===== src/rtl/param_pin_lock_pkg.sv =====
// Shared state encoding and entry-mode constants for the PIN lock.
package param_pin_lock_pkg;

    typedef enum logic [2:0] {
        StIdle    = 3'd0,
        StEnter   = 3'd1,
        StCheck   = 3'd2,
        StOpen    = 3'd3,
        StNewpin  = 3'd4,
        StLockout = 3'd5
    } state_e;

    // Which action a verified PIN leads to.
    typedef enum logic {
        ModeUnlock = 1'b0,
        ModeSet    = 1'b1
    } mode_e;

endpackage


===== src/rtl/pin_entry_buf.sv =====
// Digit collector: MSB-first shift register, digit count and inter-digit timeout timer.
module pin_entry_buf #(
    parameter int unsigned DIGIT_W  = 4,
    parameter int unsigned PIN_LEN  = 4,
    parameter int unsigned ENTRY_TO = 64
) (
    input  logic                        clk,
    input  logic                        rst,
    input  logic                        clear,
    input  logic                        enable,
    input  logic                        digit_valid,
    input  logic [DIGIT_W-1:0]          digit,
    output logic [DIGIT_W*PIN_LEN-1:0]  pin_buf,
    output logic [DIGIT_W*PIN_LEN-1:0]  shifted,
    output logic                        last_digit,
    output logic                        timeout
);

    localparam int unsigned PIN_W = DIGIT_W * PIN_LEN;
    localparam int unsigned CNT_W = $clog2(PIN_LEN + 1);
    localparam int unsigned TMR_W = $clog2(ENTRY_TO + 1);

    logic [CNT_W-1:0] count;
    logic [TMR_W-1:0] timer;

    // Buffer contents once the current digit is shifted in; also the new PIN on a last digit.
    assign shifted    = (pin_buf << DIGIT_W) | PIN_W'(digit);
    assign last_digit = enable && digit_valid && (count == CNT_W'(PIN_LEN - 1));
    assign timeout    = enable && !digit_valid && (timer == TMR_W'(ENTRY_TO - 1));

    // Shift digits in, count them, and time the gaps between them.
    always_ff @(posedge clk or posedge rst) begin
        if (rst) begin
            pin_buf <= '0;
            count   <= '0;
            timer   <= '0;
        end else if (clear) begin
            pin_buf <= '0;
            count   <= '0;
            timer   <= '0;
        end else if (enable) begin
            if (digit_valid) begin
                pin_buf <= shifted;
                count   <= last_digit ? '0 : count + CNT_W'(1);
                timer   <= '0;
            end else if (!timeout) begin
                timer <= timer + TMR_W'(1);
            end
        end
    end

endmodule


===== src/rtl/param_pin_lock.sv =====
// Parameterised PIN lock with unlock/PIN-change entry, retry limit and timed lockout.
module param_pin_lock #(
    parameter int unsigned DIGIT_W     = 4,
    parameter int unsigned PIN_LEN     = 4,
    parameter int unsigned MAX_TRIES   = 3,
    parameter int unsigned LOCKOUT_CYC = 16,
    parameter int unsigned ENTRY_TO    = 64,
    parameter logic [DIGIT_W*PIN_LEN-1:0] DEFAULT_PIN = 16'h1234
) (
    input  logic                               clk,
    input  logic                               rst,
    input  logic                               digit_valid,
    input  logic [DIGIT_W-1:0]                 digit,
    input  logic                               cmd_unlock,
    input  logic                               cmd_setpin,
    input  logic                               cmd_relock,
    input  logic                               abort,
    output logic                               unlocked,
    output logic                               busy,
    output logic                               pin_ok,
    output logic                               pin_err,
    output logic                               intrusion_alert,
    output logic [$clog2(MAX_TRIES+1)-1:0]     fail_cnt
);

    import param_pin_lock_pkg::*;

    localparam int unsigned PIN_W = DIGIT_W * PIN_LEN;
    localparam int unsigned FW    = $clog2(MAX_TRIES + 1);
    localparam int unsigned LW    = $clog2(LOCKOUT_CYC + 1);

    state_e           state;
    mode_e            mode;
    logic [PIN_W-1:0] stored_pin;
    logic [LW-1:0]    lock_timer;
    logic [FW-1:0]    fail_next;

    logic             collecting;
    logic             buf_clear;
    logic [PIN_W-1:0] pin_buf;
    logic [PIN_W-1:0] shifted;
    logic             last_digit;
    logic             timeout;

    // Buffer runs only while collecting digits; it is held empty everywhere except CHECK,
    // which still needs the just-collected PIN for the comparison.
    always_comb begin
        collecting = (state == StEnter) || (state == StNewpin);
        buf_clear  = (collecting && abort) ||
                     (state == StIdle) || (state == StOpen) || (state == StLockout);
        fail_next  = (fail_cnt == FW'(MAX_TRIES)) ? fail_cnt : fail_cnt + FW'(1);
    end

    pin_entry_buf #(
        .DIGIT_W  (DIGIT_W),
        .PIN_LEN  (PIN_LEN),
        .ENTRY_TO (ENTRY_TO)
    ) u_entry (
        .clk         (clk),
        .rst         (rst),
        .clear       (buf_clear),
        .enable      (collecting),
        .digit_valid (digit_valid),
        .digit       (digit),
        .pin_buf     (pin_buf),
        .shifted     (shifted),
        .last_digit  (last_digit),
        .timeout     (timeout)
    );

    // Control FSM; every output is a register updated alongside the state.
    always_ff @(posedge clk or posedge rst) begin
        if (rst) begin
            state           <= StIdle;
            mode            <= ModeUnlock;
            stored_pin      <= DEFAULT_PIN;
            lock_timer      <= '0;
            unlocked        <= 1'b0;
            busy            <= 1'b0;
            pin_ok          <= 1'b0;
            pin_err         <= 1'b0;
            intrusion_alert <= 1'b0;
            fail_cnt        <= '0;
        end else begin
            pin_ok  <= 1'b0;
            pin_err <= 1'b0;
            unique case (state)
                StIdle: begin
                    if (cmd_setpin) begin
                        state <= StEnter;
                        mode  <= ModeSet;
                        busy  <= 1'b1;
                    end else if (cmd_unlock) begin
                        state <= StEnter;
                        mode  <= ModeUnlock;
                        busy  <= 1'b1;
                    end
                end
                StEnter: begin
                    if (abort || timeout) begin
                        state <= StIdle;
                        busy  <= 1'b0;
                    end else if (last_digit) begin
                        state <= StCheck;
                    end
                end
                StCheck: begin
                    // Whole-word compare: a wrong early digit gives no early verdict.
                    if (pin_buf == stored_pin) begin
                        pin_ok   <= 1'b1;
                        fail_cnt <= '0;
                        if (mode == ModeSet) begin
                            state <= StNewpin;
                        end else begin
                            state    <= StOpen;
                            unlocked <= 1'b1;
                            busy     <= 1'b0;
                        end
                    end else begin
                        pin_err  <= 1'b1;
                        fail_cnt <= fail_next;
                        if (fail_next == FW'(MAX_TRIES)) begin
                            state           <= StLockout;
                            intrusion_alert <= 1'b1;
                            lock_timer      <= '0;
                        end else begin
                            state <= StIdle;
                            busy  <= 1'b0;
                        end
                    end
                end
                StOpen: begin
                    if (cmd_relock) begin
                        state    <= StIdle;
                        unlocked <= 1'b0;
                    end else if (cmd_setpin) begin
                        state <= StNewpin;
                        busy  <= 1'b1;
                    end
                end
                StNewpin: begin
                    if (abort || timeout) begin
                        state    <= StIdle;
                        unlocked <= 1'b0;
                        busy     <= 1'b0;
                    end else if (last_digit) begin
                        stored_pin <= shifted;
                        state      <= StIdle;
                        unlocked   <= 1'b0;
                        busy       <= 1'b0;
                    end
                end
                StLockout: begin
                    if (lock_timer == LW'(LOCKOUT_CYC - 1)) begin
                        state           <= StIdle;
                        intrusion_alert <= 1'b0;
                        fail_cnt        <= '0;
                        busy            <= 1'b0;
                    end else begin
                        lock_timer <= lock_timer + LW'(1);
                    end
                end
                default: begin
                    state <= StIdle;
                    busy  <= 1'b0;
                end
            endcase
        end
    end

endmodule


===== config.mk =====
export PLATFORM = sky130hd
export DESIGN_NAME = param_pin_lock
export DESIGN_NICKNAME = d
export VERILOG_FILES = /design/src/rtl/param_pin_lock_pkg.sv /design/src/rtl/pin_entry_buf.sv /design/src/rtl/param_pin_lock.sv
export SDC_FILE = /design/constraint.sdc
export NUM_CORES = 1
export LEC_CHECK = 0
export CORE_MARGIN = 2
export CORE_UTILIZATION = 60
export CTS_BUF_LIST = sky130_fd_sc_hd__clkbuf_4 sky130_fd_sc_hd__clkbuf_8
export CTS_CLUSTER_DIAMETER = 100
export DETAILED_ROUTE_END_ITERATION = 10
export PLACE_DENSITY = 0.8
export SYNTH_ARGS = -nofsm -noshare
export SYNTH_HDL_FRONTEND = slang
export SYNTH_HIERARCHICAL = 1
export SYNTH_SLANG_ARGS = --single-unit

===== constraint.sdc =====
create_clock -name clk -period 2.3 [get_ports clk]
set_clock_uncertainty 0.05 [all_clocks]
set_input_delay 0.46 -clock clk [delete_from_list [all_inputs] [get_ports clk]]
set_output_delay 0.46 -clock clk [all_outputs]
set_load 0.1 [all_outputs]

==> results of run 1 <==
cells in the mapped netlist, types with 2 or more instances:
master,number
clkbuf_1,4
nor3_1,4
ha_1,4
o21a_1,2
mux2i_1,3
nand4_1,2
nor2_1,12
inv_1,7
mux2_2,17
and2_1,3
nand3_1,3
or2_2,2
dfrtp_1,53
xnor2_1,3
buf_2,6
o21ai_1,3
nand2_1,53
o211ai_1,2
a21oi_1,25
xor2_1,18
o21bai_1,2
dfstp_2,5
a211oi_1,3
o21ai_0,5
a21o_1,2
nor2b_1,3
o22ai_1,2
nand3b_1,5
a22o_1,3
buf_4,16
or3_1,3
nor4_2,4
state kept, by name (all words and copies together), names as in the netlist:
register,flops
u_entry/count,3
pin_err,1
stored_pin,16
fail_cnt,2
lock_timer,5
u_entry/timer,7
intrusion_alert,1
pin_ok,1
mode,1
busy,1
state,3
u_entry/pin_buf,16
unlocked,1
kinds of logic after synthesis:
logic type | share of synthesized area [%]
and+or+nand+nor | 18.15
adders and majority gates | 1.665
muxes | 7.868
buffers and inverters | 6.370
DFF | 48.50
AOI/OAI and AO/OA | 11.32
xor gates and xnor gates | 6.120
metrics by stage:
step / hold slack (ps) / setup WS (ps) / total power, µW / cells
floorplan: 422.6 / 204.4 / 2374 / 297
global placement: 413.3 / -28.65 / 2743 / 374
detailed placement: 432.2 / -83.27 / 2766 / 374
CTS: 447.9 / 84.00 / 3827 / 390
global route: 477.7 / 0.6173 / 4052 / 390
finish: 440.8 / 176.3 / 3841 / 390
cell type report:
| cell class | instances | share of cell area [%] |
|---|---|---|
| clock buffer | 11 | 4.183 |
| clock inverter | 5 | 2.236 |
| inverter | 7 | 0.7573 |
| multi-input combinational | 206 | 39.52 |
| sequential | 58 | 42.01 |
| tap | 67 | 2.416 |
| timing repair buffer | 36 | 8.871 |
report_power, final:
part	switching (µW)	internal [µW]	leakage, µW
combinational	966	533	0.000752
clock	406	647	0.000113
sequential	140	1150	0.000778
metal layers:
metal	part of all wire (%)	vias up
met3	3.3	8
li1	-	1065
met1	46	1047
met5	0	-
met4	1.2	0
met2	50	38
placed cells by master, fill, tap and decap left out, types with 3 or more instances in the layout:
cell              n
nand2_1          53
dfrtp_1          53
a21oi_1          25
buf_4            25
xor2_1           18
mux2_2           17
nor2_1           10
clkbuf_8         10
clkdlybuf4s50_1  10
inv_1             7
nand3b_1          5
o21ai_0           5
dfstp_2           5
nor4_2            4
nor3_1            4
ha_1              4
and2_1            3
nor2b_1           3
a22o_1            3
xnor2_1           3
mux2i_1           3
o21ai_1           3
or3_1             3
nand3_1           3
what timing repair did:
item                       4_1_cts  5_1_grt
gates resized for setup          0        4
setup endpoints to repair        0        2
hold endpoints to repair         0        0
critical path: stages (launching register included):
cell and delay (ps):
dfrtp_1 400, ha_1 240, and3_4 230, nand3_1 120
nor2_2 150, nor2_1 90, o2111a_1 250, a211oi_2 220
mux2i_1 190, o21ai_1 80
path summary, 6_finish.rpt:
check	start	end	slack, ps	cells past startpoint
worst max-delay path	u_entry/timer[0]$_DFFE_PP0P_	busy$_DFFE_PP0P_	180	9
worst min-delay path	intrusion_alert$_DFFE_PP0P_	intrusion_alert$_DFFE_PP0P_	440	1
worst max register to register	u_entry/timer[0]$_DFFE_PP0P_	busy$_DFFE_PP0P_	180	9
worst min register to register	intrusion_alert$_DFFE_PP0P_	intrusion_alert$_DFFE_PP0P_	440	1
max in group asynchronous	rst	stored_pin[2]$_DFFE_PP1P_	1370	3
min in group asynchronous	rst	u_entry/timer[4]$_DFFE_PP0P_	460	3
==> flow_summary.toml, run 1 <==
[outcome]
status = "complete, no violations"

[synth]
synth_edf_count = 0
synth_cell_types = 50
syn_area_per_cell_um2 = 10.12
synth.largest_area_cell = "dfrtp_1"
ys_seq_area_share_pct = 48.50
async_flop_share_pct = 100.0
synthFlopType = "dfrtp_1"
ys_warn_count = 6
synth_nets = 312
synthTopCellsByArea = "dfrtp_1 (44%), nand2_1 (6.6%), mux2_2 (6.4%), xor2_1 (5.2%), dfstp_2 (4.4%)"
synthCells = 297
synth_top_area_share_pct = 44.13
syn-cell-area_mm2 = 0.003005
ys_ff_latch = 58

[floorplan]
die_w_um = 74.78
die-area_mm2 = 0.005591
start_util_pct = 62.80
io_pins = 18
core_area_mm2 = 0.004786
row_count = 25
die_h_um = 74.78

[timing]
fin_crit_sh_pct = 92.33
rsz0062_at_grt = "false"
slew_viol_final = 0
finalCriticalPeriod_ps = 2124
maxSlewHeadroom_pct = 67.52
final-hold-violation-count = 0
finalSetupTns_ps = 0
max_freq_mhz = 470.9
setup_viol = 0
worstMarginPinSlew_ps = 482.8

[global_route]
antenna_found_initial = 0
grt_util_all_layers_pct = 23.72
grt_max_degree = 33
grt_pass1_wl_um = 9887
grt-busiest-layer = "met2"
overflow = 0
use_met1_pct = 30.51
globalRouteMet2Util_pct = 38.74
grt_pass1_vias = 2140
grtUsageMet3_pct = 6.292

[clock_tree]
postCtsHoldBufs = 0
cts_buffers = 9
clock-sinks = 58
root_buffer = "clkbuf_8"
insertion_delay_ps = 340
cts_setup_buffers = 0
ctsLongestPathBuffers = 2
path_clk_slew_ps = 70
h-tree-depth = 3
cts_tree = "done"

[drt]
totalWireLength_um = 5773
antenna_left = 0
drt-pass1-iter-count = 4
vias = 2158
post-route-drc-count = 0
post_drt_wl_per_cell_um = 14.80
drtIter0Drc = 126
via_per_inst = 5.533

[min_path]
hp-class = "reg2reg"

[setup_path]
path_max_fanout = 4
worstSetupStartpointType = "register"
worstSetupEndpointType = "register"
cp.arrival_ps = 2300
crit_required_ps = 2470
critical_path_class = "reg2reg"

[finish]
stdcell_area_mm2 = 0.003470
area_delta_synth_final_pct = 15.45
utilization_pct = 72.50
fillers = 354
multiInputGateArea_mm2 = 0.001371
drive_gt1_share_pct = 24.77
finalNetCount = 333
regArea_mm2 = 0.001458
diodes = 0

[placed_design]
hpwl_um = 3806
portBuffers = 17
gp_congestion = 0.7951
postPlaceCellArea_mm2 = 0.003232

[flow_run]
max_cap_viol_count = 0

[pwr]
power.density_mw_per_mm2 = 1107
ir_drop_mv = 0.5758
power_leakage_uw = 0.001643
Note: power is estimated with default switching activity, not from simulation.
==> run 2, diff against run 1 <==
ABC_CLOCK_PERIOD_IN_PS = 2300   (was default)
CAP_MARGIN = 20   (was default)
DONT_BUFFER_PORTS = 1   (was default)
PLACE_DENSITY = 0.76   (was 0.8)
==> flow_summary.toml, run 2 (synthesis results as in run 1) <==
[outcome]
status = "complete, no violations"

[drt]
vias = 2056
via_per_inst = 5.542
drt-pass1-iter-count = 4
post-route-drc-count = 0
post_drt_wl_per_cell_um = 14.15
totalWireLength_um = 5251
drtIter0Drc = 157
antenna_left = 0

[global_route]
overflow = 0
antenna_found_initial = 0
grt_max_degree = 33
grt_pass1_wl_um = 9052
grt_pass1_vias = 1942
grt_util_all_layers_pct = 21.77

[clock_tree]
path_clk_slew_ps = 60
cts_setup_buffers = 0
ctsLongestPathBuffers = 2
h-tree-depth = 3
cts_tree = "done"
insertion_delay_ps = 330
cts_buffers = 9
clock-sinks = 58
root_buffer = "clkbuf_8"

[floorplan]
core_area_mm2 = 0.004786
die_w_um = 74.78
row_count = 25
io_pins = 18
die_h_um = 74.78
start_util_pct = 62.80
die-area_mm2 = 0.005591

[finish]
finalNetCount = 315
diodes = 0
reg.largest.list = "stored_pin (16), u_entry/pin_buf (16), u_entry/timer (7)"
area_delta_synth_final_pct = 8.868
fillers = 373
drive_gt1_share_pct = 23.03
most-common-layout-cells = "nand2_1 (53), dfrtp_1 (53), a21oi_1 (25)"

[setup_path]
crit_required_ps = 2460
path_max_fanout = 4
reg2reg_from = "u_entry/timer[0]$_DFFE_PP0P_"
worst-r2r-cell-count = 9
r2r_end = "busy$_DFFE_PP0P_"
cp.arrival_ps = 2290
critical_path_class = "reg2reg"
worstSetupStartpointType = "register"
r2r_setup_slack_ps = 180
path_cells = "ha_1, and3_4, nand3_1, nor2_1, nor2_1, o2111a_1, a211oi_2, mux2i_1, o21ai_1"
max_stage_delay_ps = 380
worstSetupEndpointType = "register"
critical-path-slowest-cell = "dfrtp_1"
crit_top_cell = "nor2_1"

[timing]
finalCriticalPeriod_ps = 2122
fin_crit_sh_pct = 92.24
layout_setup_ws_ps = 178.4
setup_viol = 0
rsz0062_at_grt = "false"
maxSlewHeadroom_pct = 70.39
final-hold-violation-count = 0
slew_viol_final = 0
finalSetupTns_ps = 0
worstMarginPinSlew_ps = 440.0
max_freq_mhz = 471.3

[placed_design]
portBuffers = 0
pre_cts_ws_ps = 115.1
gp_congestion = 0.8547
hpwl_um = 3549

[pwr]
power.density_mw_per_mm2 = 1105
power_leakage_uw = 0.001552
ir_drop_mv = 0.5967

[min_path]
hp-class = "in2async"

[flow_run]
max_cap_viol_count = 0
[run 2: worst max-delay path, delay by kind of cell, from the launching register on]
kind	cells	cell delay [ps]
simple gates	4	610
fa+ha+maj	1	220
flops	1	380
mux	1	190
compound gates	3	560
[run 2: repair_timing]
| item | CTS | global route |
|---|---|---|
| setup endpoints to repair | 0 | 19 |
| hold buffers | 0 | 0 |
| gates resized for setup | 0 | 4 |
[run 2: area by class of cell]
type                       instances  area, µm²  area share [%]
clock inverter                     3      40.04           1.224
timing repair buffer              18      135.1           4.130
multi-input combinational        206       1376           42.06
tap                               67      83.83           2.562
clock buffer                      12      152.6           4.665
sequential                        58       1458           44.55
inverter                           7      26.28          0.8031
[run 2: power by group]
part           switching [µW]  leakage (µW)  total (µW)  internal [µW]
registers                 119      0.000778        1270           1150
clock network             370      0.000103         914            544
logic                     959      0.000671        1430            472
total                    1450       0.00155        3610           2170
[run 2: worst max-delay path by stage]
stage                                 start                            to  depth (start not counted)
3_5_place_dp   u_entry/timer[0]$_DFFE_PP0P_    stored_pin[14]$_DFFE_PP0P_                          7
6_report       u_entry/timer[0]$_DFFE_PP0P_              busy$_DFFE_PP0P_                          9
2_1_floorplan          state[1]$_DFFE_PP0P_          state[0]$_DFFE_PP0P_                          9
4_1_cts        u_entry/timer[0]$_DFFE_PP0P_     stored_pin[7]$_DFFE_PP0P_                          7
5_1_grt                state[0]$_DFFE_PP0P_  u_entry/timer[3]$_DFFE_PP0P_                          7
3_3_place_gp           state[0]$_DFFE_PP0P_    stored_pin[15]$_DFFE_PP0P_                          7
[run 2: metrics by stage]
step	hold WS, ps	total power, µW	util (%)	instance area, µm²	std cells
2_1_floorplan	422.6	2374	-	3005	297
3_3_place_gp	381.7	2678	63.92	3059	356
3_5_place_dp	378.1	2688	63.92	3059	356
4_1_cts	27.19	3610	67.95	3252	371
5_1_grt	50.73	3839	68.37	3272	371
6_report	24.99	3614	68.37	3272	371
[run 2: layer usage]
metal / wire length (µm) / track usage (%) / vias to the layer above
li1: - / - / 1018
met1: 2427 / 28.86 / 990
met2: 2549 / 34.61 / 40
met3: 196 / 4.819 / 8
met4: 76 / 9.722 / 0
met5: 0 / 0 / -
==> run 3, diff against run 2 <==
ABC_CLOCK_PERIOD_IN_PS = 1900   (was 2300)
CORE_ASPECT_RATIO = 1.75   (was default)
CORE_UTILIZATION = 59   (was 60)
PLACE_DENSITY = 0.78   (was 0.76)
RECOVER_POWER = 25   (was default)
clock period = 1.9 ns   (was 2.3 ns; I/O delays follow)
==> flow_summary.toml, run 3 (synthesis results as in run 1) <==
[outcome]
violations = "negative setup slack"
status = "complete, but fails checks"

[floorplan]
row_count = 34
start_util_pct = 60.90
die_w_um = 57.95
io_pins = 18
core_area_mm2 = 0.004935
die-area_mm2 = 0.005703
die_h_um = 98.42

[finish]
finalNetCount = 364
drive_gt1_share_pct = 41.53
area_delta_synth_final_pct = 31.14
most-common-layout-cells = "buf_4 (57), nand2_1 (51), dfrtp_1 (50)"
stdcell_area_mm2 = 0.003941
reg.largest.list = "stored_pin (16), u_entry/pin_buf (16), u_entry/timer (7)"
diodes = 0
final_common_cell = "buf_4"

[drt]
drtIter0Drc = 124
via_per_inst = 6.110
antenna_left = 0
vias = 2493
post_drt_wl_per_cell_um = 19.84
totalWireLength_um = 8093
post-route-drc-count = 0
drt-pass1-iter-count = 4

[clock_tree]
cts_tree = "done"
path_clk_slew_ps = 80
ctsLongestPathBuffers = 2
root_buffer = "clkbuf_8"
cts_buffers = 9
clock-sinks = 58
h-tree-depth = 3
insertion_delay_ps = 350

[global_route]
overflow = 0
grt_pass1_vias = 2456
grt_util_all_layers_pct = 25.70
grt_max_degree = 33
grt_pass1_wl_um = 11100
antenna_found_initial = 0

[timing]
worstMarginPinSlew_ps = 734.8
final-hold-violation-count = 0
hold_ws_ps = 114.7
max_freq_mhz = 490.3
setup_viol = 27
finalSetupTns_ps = -1912
fin_crit_sh_pct = 107.4
rsz0062_at_grt = "true"
slew_viol_final = 0
layout_setup_ws_ps = -139.7
finalCriticalPeriod_ps = 2040
maxSlewHeadroom_pct = 50.56

[setup_path]
path_max_fanout = 4
worstSetupStartpointType = "register"
critical_path_class = "reg2reg"
cp.arrival_ps = 2260
crit_required_ps = 2120
worstSetupEndpointType = "register"

[flow_run]
max_cap_viol_count = 0

[pwr]
power_leakage_uw = 0.001892
power.density_mw_per_mm2 = 1368
ir_drop_mv = 1.322

[placed_design]
postPlaceCellArea_mm2 = 0.003312
portBuffers = 0
hpwl_um = 4262
gp_congestion = 0.8241

[min_path]
hp-class = "in2reg"
[run 3: layer usage]
metal / track usage (%) / up-vias / wire [µm]
met3: 4.462 / 33 / 265
met5: 0 / - / 0
met4: 14.13 / 0 / 369
met1: 27.68 / 1262 / 2822
li1: - / 1114 / -
met2: 45.89 / 84 / 4635
[run 3: final timing paths]
check	slack, ps	cells past startpoint	endpoint	from
min reg2reg	440	1	intrusion_alert$_DFFE_PP0P_	intrusion_alert$_DFFE_PP0P_
min in group asynchronous	550	3	lock_timer[1]$_DFFE_PP0P_	rst
min	110	2	u_entry/pin_buf[0]$_DFFE_PP0P_	digit[0]
max reg2reg	-140	8	u_entry/timer[3]$_DFFE_PP0P_	state[0]$_DFFE_PP0P_
max	-140	8	u_entry/timer[3]$_DFFE_PP0P_	state[0]$_DFFE_PP0P_
max in group asynchronous	690	3	u_entry/count[1]$_DFFE_PP0P_	rst
[run 3: final cells by class]
type / instances / area [µm²]
Inverter: 7 / 26.28
Clock buffer: 9 / 123.9
Sequential cell: 58 / 1461
Tap cell: 54 / 67.56
Clock inverter: 7 / 77.57
Timing Repair Buffer: 67 / 555.5
Fill cell: 282 / 993.5
Multi-Input combinational cell: 206 / 1629
[run 3: what timing repair did]
item                                    CTS  global route
pin swaps                                11            19
hold endpoints to repair                 53             0
endpoints found under the setup margin   13            35
hold buffers                              1             0
buffers inserted                          7            11
gates resized for setup                  17            46
cloned                                    0             1
[run 3: power breakdown]
group	internal, µW	leakage, µW	switching (µW)
clock network	610	0.0000881	561
logic	1130	0.00103	1540
registers	1390	0.000774	161
[run 3: critical path: stages (launching register included)]
cell and delay (ps):
dfrtp_2 440, xnor2_2 170, nor2_4 200, nand2b_4 90, buf_4 130, buf_4 120
a311o_1 310, or3_1 360, o211ai_1 80
[run 3: through the flow]
stage,setup WS [ps],utilization (%),std cells,power (µW)
floorplan,-7.222,-,297,3020
global placement,-52.21,67.11,372,3584
detailed placement,-130.6,67.11,372,3645
CTS,-52.47,73.61,396,4938
global route,-222.6,79.87,408,5609
finish,-139.7,79.87,408,5391
